**src/rtl/cache_refill_ctrl_if.sv**
```systemverilog
// Bundle of CPU, cache-substitution and memory signals seen by the refill controller.
// The master modport is the controller side; slave is the cache/memory/CPU environment.
interface cache_refill_ctrl_if #(
   parameter int ADDR_W  = 30,
   parameter int DATA_W  = 32,
   parameter int INDEX_W = 10
);
   logic [ADDR_W-1:0]         cpu_addr;
   logic                      cpu_rd;
   logic                      cpu_wr;
   logic                      r_miss;
   logic                      w_miss;
   logic                      dirty_bit;
   logic [DATA_W-1:0]         wb_data;
   logic [ADDR_W-INDEX_W-1:0] victim_tag;
   logic                      substitude_fin;
   logic [ADDR_W-1:0]         cache_addr;
   logic                      substitude;
   logic [DATA_W-1:0]         substitude_data;
   logic                      mem_req;
   logic                      mem_we;
   logic [ADDR_W-1:0]         mem_addr;
   logic [DATA_W-1:0]         mem_wdata;
   logic                      mem_ack;
   logic [DATA_W-1:0]         mem_rdata;
   logic                      stall;
   logic                      busy;
   logic                      err;
   logic [15:0]               refill_cnt;
   logic [15:0]               wb_cnt;

   modport master (
      input  cpu_addr, cpu_rd, cpu_wr, r_miss, w_miss, dirty_bit, wb_data, victim_tag,
             substitude_fin, mem_ack, mem_rdata,
      output cache_addr, substitude, substitude_data, mem_req, mem_we, mem_addr, mem_wdata,
             stall, busy, err, refill_cnt, wb_cnt
   );

   modport slave (
      output cpu_addr, cpu_rd, cpu_wr, r_miss, w_miss, dirty_bit, wb_data, victim_tag,
             substitude_fin, mem_ack, mem_rdata,
      input  cache_addr, substitude, substitude_data, mem_req, mem_we, mem_addr, mem_wdata,
             stall, busy, err, refill_cnt, wb_cnt
   );
endinterface

```
**src/rtl/cache_refill_ctrl.sv**
```systemverilog
// Miss handler for the 4-way cache: writes back a dirty victim, fetches the missing word,
// hands it to the cache through the substitude handshake and stalls the CPU meanwhile.
module cache_refill_ctrl #(
   parameter int ADDR_W  = 30,
   parameter int DATA_W  = 32,
   parameter int INDEX_W = 10,
   parameter int TIMEOUT = 255
) (
   input logic                clk,
   input logic                rst,
   cache_refill_ctrl_if.master bus
);

   typedef enum logic [2:0] {
      IDLE, CAPTURE, WRITEBACK, FETCH, FILL, WAIT_FIN, RETRY, ERROR
   } state_t;

   localparam logic [8:0] TIMEOUT_LIM = 9'(TIMEOUT);

   state_t            state;
   logic [ADDR_W-1:0] miss_addr;
   logic [7:0]        tcnt;
   logic              fin_pend;
   logic              miss;
   logic              timeout_hit;

   logic              substitude_r;
   logic [DATA_W-1:0] substitude_data_r;
   logic              mem_req_r;
   logic              mem_we_r;
   logic [ADDR_W-1:0] mem_addr_r;
   logic [DATA_W-1:0] mem_wdata_r;
   logic              err_r;
   logic [15:0]       refill_cnt_r;
   logic [15:0]       wb_cnt_r;

   assign miss        = (bus.cpu_rd & bus.r_miss) | (bus.cpu_wr & bus.w_miss);
   assign timeout_hit = (TIMEOUT != 0) && (({1'b0, tcnt} + 9'd1) == TIMEOUT_LIM);

   // RETRY and ERROR release the CPU; RETRY also hands the cache back to cpu_addr so the re-issue hits.
   assign bus.stall      = (state == IDLE) ? miss : !((state == RETRY) || (state == ERROR));
   assign bus.busy       = (state != IDLE);
   assign bus.cache_addr = ((state == IDLE) || (state == RETRY)) ? bus.cpu_addr : miss_addr;

   assign bus.substitude      = substitude_r;
   assign bus.substitude_data = substitude_data_r;
   assign bus.mem_req         = mem_req_r;
   assign bus.mem_we          = mem_we_r;
   assign bus.mem_addr        = mem_addr_r;
   assign bus.mem_wdata       = mem_wdata_r;
   assign bus.err             = err_r;
   assign bus.refill_cnt      = refill_cnt_r;
   assign bus.wb_cnt          = wb_cnt_r;

   // Memory-side outputs are loaded on entry to WRITEBACK/FETCH so they stay stable until ack.
   // Leaving WRITEBACK clears mem_req; FETCH's first cycle then re-raises it, giving the idle gap.
   always_ff @(posedge clk or posedge rst) begin
      if (rst) begin
         state             <= IDLE;
         miss_addr         <= '0;
         tcnt              <= '0;
         fin_pend          <= 1'b0;
         substitude_r      <= 1'b0;
         substitude_data_r <= '0;
         mem_req_r         <= 1'b0;
         mem_we_r          <= 1'b0;
         mem_addr_r        <= '0;
         mem_wdata_r       <= '0;
         err_r             <= 1'b0;
         refill_cnt_r      <= '0;
         wb_cnt_r          <= '0;
      end else begin
         substitude_r <= 1'b0;
         err_r        <= 1'b0;
         case (state)
            IDLE: begin
               if (miss) begin
                  miss_addr <= bus.cpu_addr;
                  state     <= CAPTURE;
               end
            end
            CAPTURE: begin
               tcnt      <= '0;
               mem_req_r <= 1'b1;
               if (bus.dirty_bit) begin
                  mem_we_r    <= 1'b1;
                  mem_addr_r  <= {bus.victim_tag, miss_addr[INDEX_W-1:0]};
                  mem_wdata_r <= bus.wb_data;
                  state       <= WRITEBACK;
               end else begin
                  mem_we_r   <= 1'b0;
                  mem_addr_r <= miss_addr;
                  state      <= FETCH;
               end
            end
            WRITEBACK: begin
               if (bus.mem_ack) begin
                  mem_req_r  <= 1'b0;
                  mem_we_r   <= 1'b0;
                  mem_addr_r <= miss_addr;
                  if (wb_cnt_r != 16'hFFFF) wb_cnt_r <= wb_cnt_r + 16'd1;
                  state      <= FETCH;
               end else if (timeout_hit) begin
                  mem_req_r <= 1'b0;
                  mem_we_r  <= 1'b0;
                  err_r     <= 1'b1;
                  state     <= ERROR;
               end else begin
                  tcnt <= tcnt + 8'd1;
               end
            end
            FETCH: begin
               if (!mem_req_r) begin
                  mem_req_r <= 1'b1;
                  tcnt      <= '0;
               end else if (bus.mem_ack) begin
                  mem_req_r         <= 1'b0;
                  substitude_data_r <= bus.mem_rdata;
                  substitude_r      <= 1'b1;
                  fin_pend          <= 1'b0;
                  state             <= FILL;
               end else if (timeout_hit) begin
                  mem_req_r <= 1'b0;
                  err_r     <= 1'b1;
                  state     <= ERROR;
               end else begin
                  tcnt <= tcnt + 8'd1;
               end
            end
            FILL: begin
               fin_pend <= bus.substitude_fin;
               state    <= WAIT_FIN;
            end
            WAIT_FIN: begin
               if (bus.substitude_fin || fin_pend) begin
                  fin_pend <= 1'b0;
                  if (refill_cnt_r != 16'hFFFF) refill_cnt_r <= refill_cnt_r + 16'd1;
                  state    <= RETRY;
               end
            end
            RETRY:   state <= IDLE;
            ERROR:   state <= IDLE;
            default: state <= IDLE;
         endcase
      end
   end

endmodule

```
**src/flat_wrapper.sv**
```systemverilog
// flat-port wrapper written by rule: the top's interface ports become plain ports
module cache_refill_ctrl_flat 
#(
   parameter int ADDR_W  = 30,
   parameter int DATA_W  = 32,
   parameter int INDEX_W = 10,
   parameter int TIMEOUT = 255
)
  (clk, rst, bus_cpu_addr, bus_cpu_rd, bus_cpu_wr, bus_r_miss, bus_w_miss, bus_dirty_bit, bus_wb_data, bus_victim_tag, bus_substitude_fin, bus_mem_ack, bus_mem_rdata, bus_cache_addr, bus_substitude, bus_substitude_data, bus_mem_req, bus_mem_we, bus_mem_addr, bus_mem_wdata, bus_stall, bus_busy, bus_err, bus_refill_cnt, bus_wb_cnt);
  cache_refill_ctrl_if #(.ADDR_W(ADDR_W), .DATA_W(DATA_W), .INDEX_W(INDEX_W)) bus_i ();
  input logic clk;
  input logic rst;
  input wire logic [$bits(bus_i.cpu_addr)-1:0] bus_cpu_addr;
  input wire logic [$bits(bus_i.cpu_rd)-1:0] bus_cpu_rd;
  input wire logic [$bits(bus_i.cpu_wr)-1:0] bus_cpu_wr;
  input wire logic [$bits(bus_i.r_miss)-1:0] bus_r_miss;
  input wire logic [$bits(bus_i.w_miss)-1:0] bus_w_miss;
  input wire logic [$bits(bus_i.dirty_bit)-1:0] bus_dirty_bit;
  input wire logic [$bits(bus_i.wb_data)-1:0] bus_wb_data;
  input wire logic [$bits(bus_i.victim_tag)-1:0] bus_victim_tag;
  input wire logic [$bits(bus_i.substitude_fin)-1:0] bus_substitude_fin;
  input wire logic [$bits(bus_i.mem_ack)-1:0] bus_mem_ack;
  input wire logic [$bits(bus_i.mem_rdata)-1:0] bus_mem_rdata;
  output wire logic [$bits(bus_i.cache_addr)-1:0] bus_cache_addr;
  output wire logic [$bits(bus_i.substitude)-1:0] bus_substitude;
  output wire logic [$bits(bus_i.substitude_data)-1:0] bus_substitude_data;
  output wire logic [$bits(bus_i.mem_req)-1:0] bus_mem_req;
  output wire logic [$bits(bus_i.mem_we)-1:0] bus_mem_we;
  output wire logic [$bits(bus_i.mem_addr)-1:0] bus_mem_addr;
  output wire logic [$bits(bus_i.mem_wdata)-1:0] bus_mem_wdata;
  output wire logic [$bits(bus_i.stall)-1:0] bus_stall;
  output wire logic [$bits(bus_i.busy)-1:0] bus_busy;
  output wire logic [$bits(bus_i.err)-1:0] bus_err;
  output wire logic [$bits(bus_i.refill_cnt)-1:0] bus_refill_cnt;
  output wire logic [$bits(bus_i.wb_cnt)-1:0] bus_wb_cnt;
  assign bus_i.cpu_addr = bus_cpu_addr;
  assign bus_i.cpu_rd = bus_cpu_rd;
  assign bus_i.cpu_wr = bus_cpu_wr;
  assign bus_i.r_miss = bus_r_miss;
  assign bus_i.w_miss = bus_w_miss;
  assign bus_i.dirty_bit = bus_dirty_bit;
  assign bus_i.wb_data = bus_wb_data;
  assign bus_i.victim_tag = bus_victim_tag;
  assign bus_i.substitude_fin = bus_substitude_fin;
  assign bus_i.mem_ack = bus_mem_ack;
  assign bus_i.mem_rdata = bus_mem_rdata;
  assign bus_cache_addr = bus_i.cache_addr;
  assign bus_substitude = bus_i.substitude;
  assign bus_substitude_data = bus_i.substitude_data;
  assign bus_mem_req = bus_i.mem_req;
  assign bus_mem_we = bus_i.mem_we;
  assign bus_mem_addr = bus_i.mem_addr;
  assign bus_mem_wdata = bus_i.mem_wdata;
  assign bus_stall = bus_i.stall;
  assign bus_busy = bus_i.busy;
  assign bus_err = bus_i.err;
  assign bus_refill_cnt = bus_i.refill_cnt;
  assign bus_wb_cnt = bus_i.wb_cnt;
  cache_refill_ctrl #(.ADDR_W(ADDR_W), .DATA_W(DATA_W), .INDEX_W(INDEX_W), .TIMEOUT(TIMEOUT)) u_core (.clk(clk), .rst(rst), .bus(bus_i));
endmodule
```
**config.mk**
```make
export PLATFORM = sky130hd
export DESIGN_NAME = cache_refill_ctrl_flat
export DESIGN_NICKNAME = d
export VERILOG_FILES = /design/src/rtl/cache_refill_ctrl_if.sv /design/src/rtl/cache_refill_ctrl.sv /design/src/flat_wrapper.sv
export SDC_FILE = /design/constraint.sdc
export NUM_CORES = 1
export LEC_CHECK = 0
export CORE_MARGIN = 3
export CORE_UTILIZATION = 45
export CTS_BUF_LIST = sky130_fd_sc_hd__clkbuf_4 sky130_fd_sc_hd__clkbuf_8 sky130_fd_sc_hd__clkbuf_16
export DETAILED_ROUTE_END_ITERATION = 10
export GPL_ROUTABILITY_DRIVEN = 0
export GPL_TIMING_DRIVEN = 1
export PLACE_DENSITY_LB_ADDON = 0.2
export SYNTH_ARGS = -nofsm -noshare
export SYNTH_HDL_FRONTEND = slang
export SYNTH_SLANG_ARGS = --single-unit
```
**constraint.sdc**
```tcl
create_clock -name clk -period 9.1 [get_ports clk]
set_input_delay 2.73 -clock clk [delete_from_list [all_inputs] [get_ports clk]]
set_output_delay 2.73 -clock clk [all_outputs]
set_load 0.1 [all_outputs]
```
# --- Word level (Yosys, flattened, before mapping) ---
# Cells that the tools add are included.
# W data, S select, Z words.
word_totals:
  ff_bits: 172
  out_inout_bits: 162
  elab_cells: 92
op_classes:
  add_sub_neg: 4
  n_eq_ne: 16
  mux: 36
  bitwise: 3
  n_reduce_logical: 20
ops:
  columns: ["operator", "count"]
  rows:
  - ["$mux W30", 3]
  - ["$pmux W30 S2", 1]
  - ["$add A16 B1 Y16 const B", 2]
  - ["$ne A16 B16 Y1 const B", 2]
  - ["$mux W8", 3]
  - ["$pmux W8 S3", 1]
  - ["$pmux W3 S7", 1]
  - ["$mux W3", 6]
  - ["$mux W1", 17]
  - ["$eq A3 B3 Y1 const B", 4]
  - ["$reduce_and A3 Y1", 4]
  - ["$reduce_and A2 Y1", 5]
  - ["$add A8 B1 Y9 const B", 1]
  - ["$eq A9 B8 Y1 const B", 1]
  - ["$reduce_bool A3 Y1", 3]
  - ["$add A8 B1 Y8 const B", 1]
  - ["$eq A3 B2 Y1 const B", 2]
  - ["$ne A2 B1 Y1 const B", 3]
  - ["$pmux W1 S3", 2]
  - ["$ne A2 B2 Y1 const B", 2]
  - ["$pmux W1 S2", 2]
  - ["$reduce_and A4 Y1", 1]
  - ["$eq A3 B1 Y1 const B", 1]
  - ["$logic_not A3 Y1", 1]
  - ["7 further kinds", 10]

# --- Longest topological paths before layout ---
logic_depth:
  depth_word: 6
  depth_mapped: 7
  ltp_nobuf: 7

# --- Worst setup path after synthesis ---
# Ideal clock, no wire load.
synth_path:
  kind: "in2out"
  start: "input port bus_cpu_rd"
  end: "output port bus_stall"
  t_arrival_ps: 4464
  required_ps: 6370
  path_slack_ps: 1906
  cell_stages: 3
  cell_sequence: "a22oi_1 and3_1 a21oi_1"
synth_via:
  elab_chain_cells: 3
synth_rtl:
  columns: ["element", "line", "rtl"]
  rows:
  - ["start, declared", "flat_wrapper.sv:14", "input wire logic [$bits(bus_i.cpu_rd)-1:0] bus_cpu_rd;"]
  - ["$and A1 B1 Y1", "cache_refill_ctrl.sv:37", "assign miss = (bus.cpu_rd & bus.r_miss) | (bus.cpu_wr & bus.w_miss);"]
  - ["$or A1 B1 Y1", "cache_refill_ctrl.sv:37", null]
  - ["$mux W1", "cache_refill_ctrl.sv:41", "assign bus.stall = (state == IDLE) ? miss : !((state == RETRY) || (state == ERROR));"]
  - ["end, declared", "flat_wrapper.sv:31", "output wire logic [$bits(bus_i.stall)-1:0] bus_stall;"]
# Every way passes these cells.

# --- Worst setup path after layout ---
# Same ends and word-level chain as after synthesis.

==> flow_metrics.py <==
metrics = {
    "finish": {
        "final_common_cell": "clkdlybuf4s50_1",
        "final_cells": 1120,
        "finalNetCount": 1013,
        "area_growth_pct": 46.2,
        "drive_above_1_share_pct": 10.9,
        "final_area_um2": 11400,
        "layout_common_cells": "284 x clkdlybuf4s50_1, 172 x dfrtp_1, 98 x mux2_1",
    },
    "global_routing": {
        "grt_start_max_net_pins": 109,
        "grtUsageTotal_pct": 21.4,
        "antenna_found_initial": 1,
        "grt_pass1_wl_um": 31300,
        "grt_pass1_vias": 6012,
        "gr-total-overflow": 0,
    },
    "clocking": {
        "cts.sinks": 172,
        "clock_latency_ps": 410,
        "clk_transition_reported_paths_ps": 60,
        "cts.path.max_buffers": 2,
        "h-tree-depth": 4,
        "root_buffer": "clkbuf_16",
        "post-cts-setup-buffers": 0,
        "cts_resized": 0,
        "cts-buffers-inserted": 17,
        "tritoncts": "built",
        "hold_buffers": 0,
    },
    "timing": {
        "relSlewSlack_pct": 20.4,
        "finalCritPeriodShare_pct": 82.6,
        "finalHoldViolations": 0,
        "fin_setup_tns_ps": 0,
        "rsz0062_at_grt": "false",
        "tightest_slew_ps": 1190,
        "skew_ps": 5.95,
        "finalSetupViolations": 0,
        "clock.fmax_ghz": 0.133,
        "drv_slew": 0,
        "fin_crit_ps": 7520,
    },
    "setup_path": {
        "critPathLaunch": "bus_cpu_rd",
        "crit_required_ps": 6370,
        "reg2reg_from": "u_core.state[2]",
        "worstPathArrival_ps": 4790,
        "end_kind": "output pin",
        "worst-setup-path-type": "in -> out",
        "cp_max_fo": 2,
        "startpoint_type": "input pin",
    },
    "place": {
        "dp_cells": 1087,
        "hpwlAfterDp_um": 15300,
        "place_area_um2": 10800,
        "io_buffers": 284,
    },
    "die": {
        "core_um2": 16800,
        "die_w_um": 137,
        "rows": 47,
        "num_io_pins": 285,
        "dieArea_um2": 18900,
        "initial_core_util_pct": 46.4,
        "die-height_um": 137,
    },
    "run": {
        "maxCapViolCount": 0,
    },
    "routing": {
        "vias_per_cell": 5.14,
        "wl_um": 20400,
        "via_count": 5757,
        "wl_per_cell_um": 18.2,
        "drt_iter0_drc": 228,
        "first_pass_iters": 4,
        "drc": 0,
        "ant_nets": 0,
    },
    "yosys": {
        "synth_edf_count": 0,
        "syn_nets": 732,
        "synth-seq-cells": 172,
        "syn_inst": 605,
        "ys.warnings.count": 0,
        "avgSynthCellArea_um2": 12.9,
        "ys_seq_area_share_pct": 55.4,
        "ys_async_sr_fraction_pct": 100,
        "yosysUniqueCellTypes": 62,
        "synth_ff_type": "dfrtp_1",
        "synth_area_um2": 7770,
    },
    "run_status": {
        "status": "finished clean",
    },
    "min_path": {
        "worstHoldStart": "u_core.bus.mem_wdata[1]",
        "hp-class": "reg -> reg",
    },
}
-- worst max-delay path, cell delays in order --
cell and delay, ps:
clkdlybuf4s50_1 450, a22oi_1 100, and3_1 220, a21oi_1 120, clkdlybuf4s50_1 1160
-- per-layer routing --
layer | wire, um | GRT usage (%) | vias to the layer above
li1 | - | - | 2707
met1 | 7800 | 24.5 | 2823
met2 | 10700 | 38.1 | 189
met3 | 1190 | 4.82 | 38
met4 | 649 | 9.31 | 0
met5 | 0 | 0 | -
-- sequential cells by signal, summed over array words and instances (netlist names) --
| register | cells |
|---|---|
| u_core.bus.mem_we | 1 |
| u_core.bus.substitude_data | 32 |
| u_core.fin_pend | 1 |
| u_core.bus.err | 1 |
| u_core.tcnt | 8 |
| u_core.bus.refill_cnt | 16 |
| u_core.miss_addr | 30 |
| u_core.bus.substitude | 1 |
| u_core.bus.mem_addr | 30 |
| u_core.bus.mem_req | 1 |
| u_core.bus.wb_cnt | 16 |
| u_core.state | 3 |
| u_core.bus.mem_wdata | 32 |
-- kinds of logic (layout without fill, tap and decap cells) --
logic type               after synthesis  after routing  share of synthesized area (%)
flip-flops                           172            172                           55.4
other                                  0              1                              0
XOR/XNOR                              32             32                           3.70
AO/OA/AOI/OAI                         67             67                           5.91
multiplexers                         156            156                           22.3
buffers and inverters                 42            336                           3.19
AND/OR/NAND/NOR                      132            132                           8.93
adder cells (fa/ha/maj)                4              4                          0.644
-- path summary, 6_finish.rpt --
path	end	slack, ps	depth (start not counted)
min	u_core.bus.mem_wdata[1]	480	1
max in group asynchronous	u_core.bus.err	4750	3
min reg2reg	u_core.bus.mem_wdata[1]	480	1
max reg2reg	u_core.bus.substitude_data[9]	6320	3
min in group asynchronous	u_core.bus.substitude_data[18]	2910	2
max	bus_stall	1580	5
-- layout make-up --
cell class / count / area [um2]
diodes: 1 / 2.50
clock buffers: 20 / 467
well taps: 220 / 275
repair buffers: 289 / 2880
clock inverters: 12 / 135
multi-input cells: 391 / 3240
inverters: 15 / 61.3
fillers: 1244 / 5400
flip-flops and latches: 172 / 4300
-- through the flow --
stage                     setup WS [ps]  util (%)  hold slack, ps
final                              1580      67.8             485
after CTS                          1590      67.8             490
after global routing               1510      67.8             500
after detailed placement           1590      64.2             478
after global placement             1570      64.2             467
after floorplan                    1710         -             451
-- synth_stat cells (2+ instances only) --
master / number / share of area [%]
nand3_1: 14 / 0.90
xor2_1: 14 / 1.6
nor3_1: 8 / 0.51
o211ai_1: 2 / 0.19
mux2i_1: 20 / 2.6
a21oi_1: 26 / 1.7
clkbuf_4: 2 / 0.19
nand2_1: 22 / 1.1
xnor2_1: 17 / 1.9
buf_6: 4 / 0.58
a22o_1: 3 / 0.34
and3_1: 3 / 0.24
nor2b_1: 4 / 0.32
mux2_1: 98 / 14
o21ai_1: 3 / 0.19
ha_1: 4 / 0.64
nand2b_1: 2 / 0.16
o21ai_0: 12 / 0.77
nor2_1: 48 / 2.3
buf_4: 8 / 0.77
dfrtp_1: 172 / 55
nand4b_1: 4 / 0.45
nand4_1: 9 / 0.72
or2_1: 2 / 0.16
clkbuf_1: 2 / 0.097
o21a_1: 2 / 0.19
o31a_1: 2 / 0.23
nor3_2: 3 / 0.39
mux2_2: 38 / 5.5
nand4_2: 2 / 0.32
buf_2: 10 / 0.64
a22oi_1: 2 / 0.19
inv_1: 14 / 0.68
Power is not shown: default switching activity piles up to over one toggle a cycle in this logic, so the estimate is an artifact.
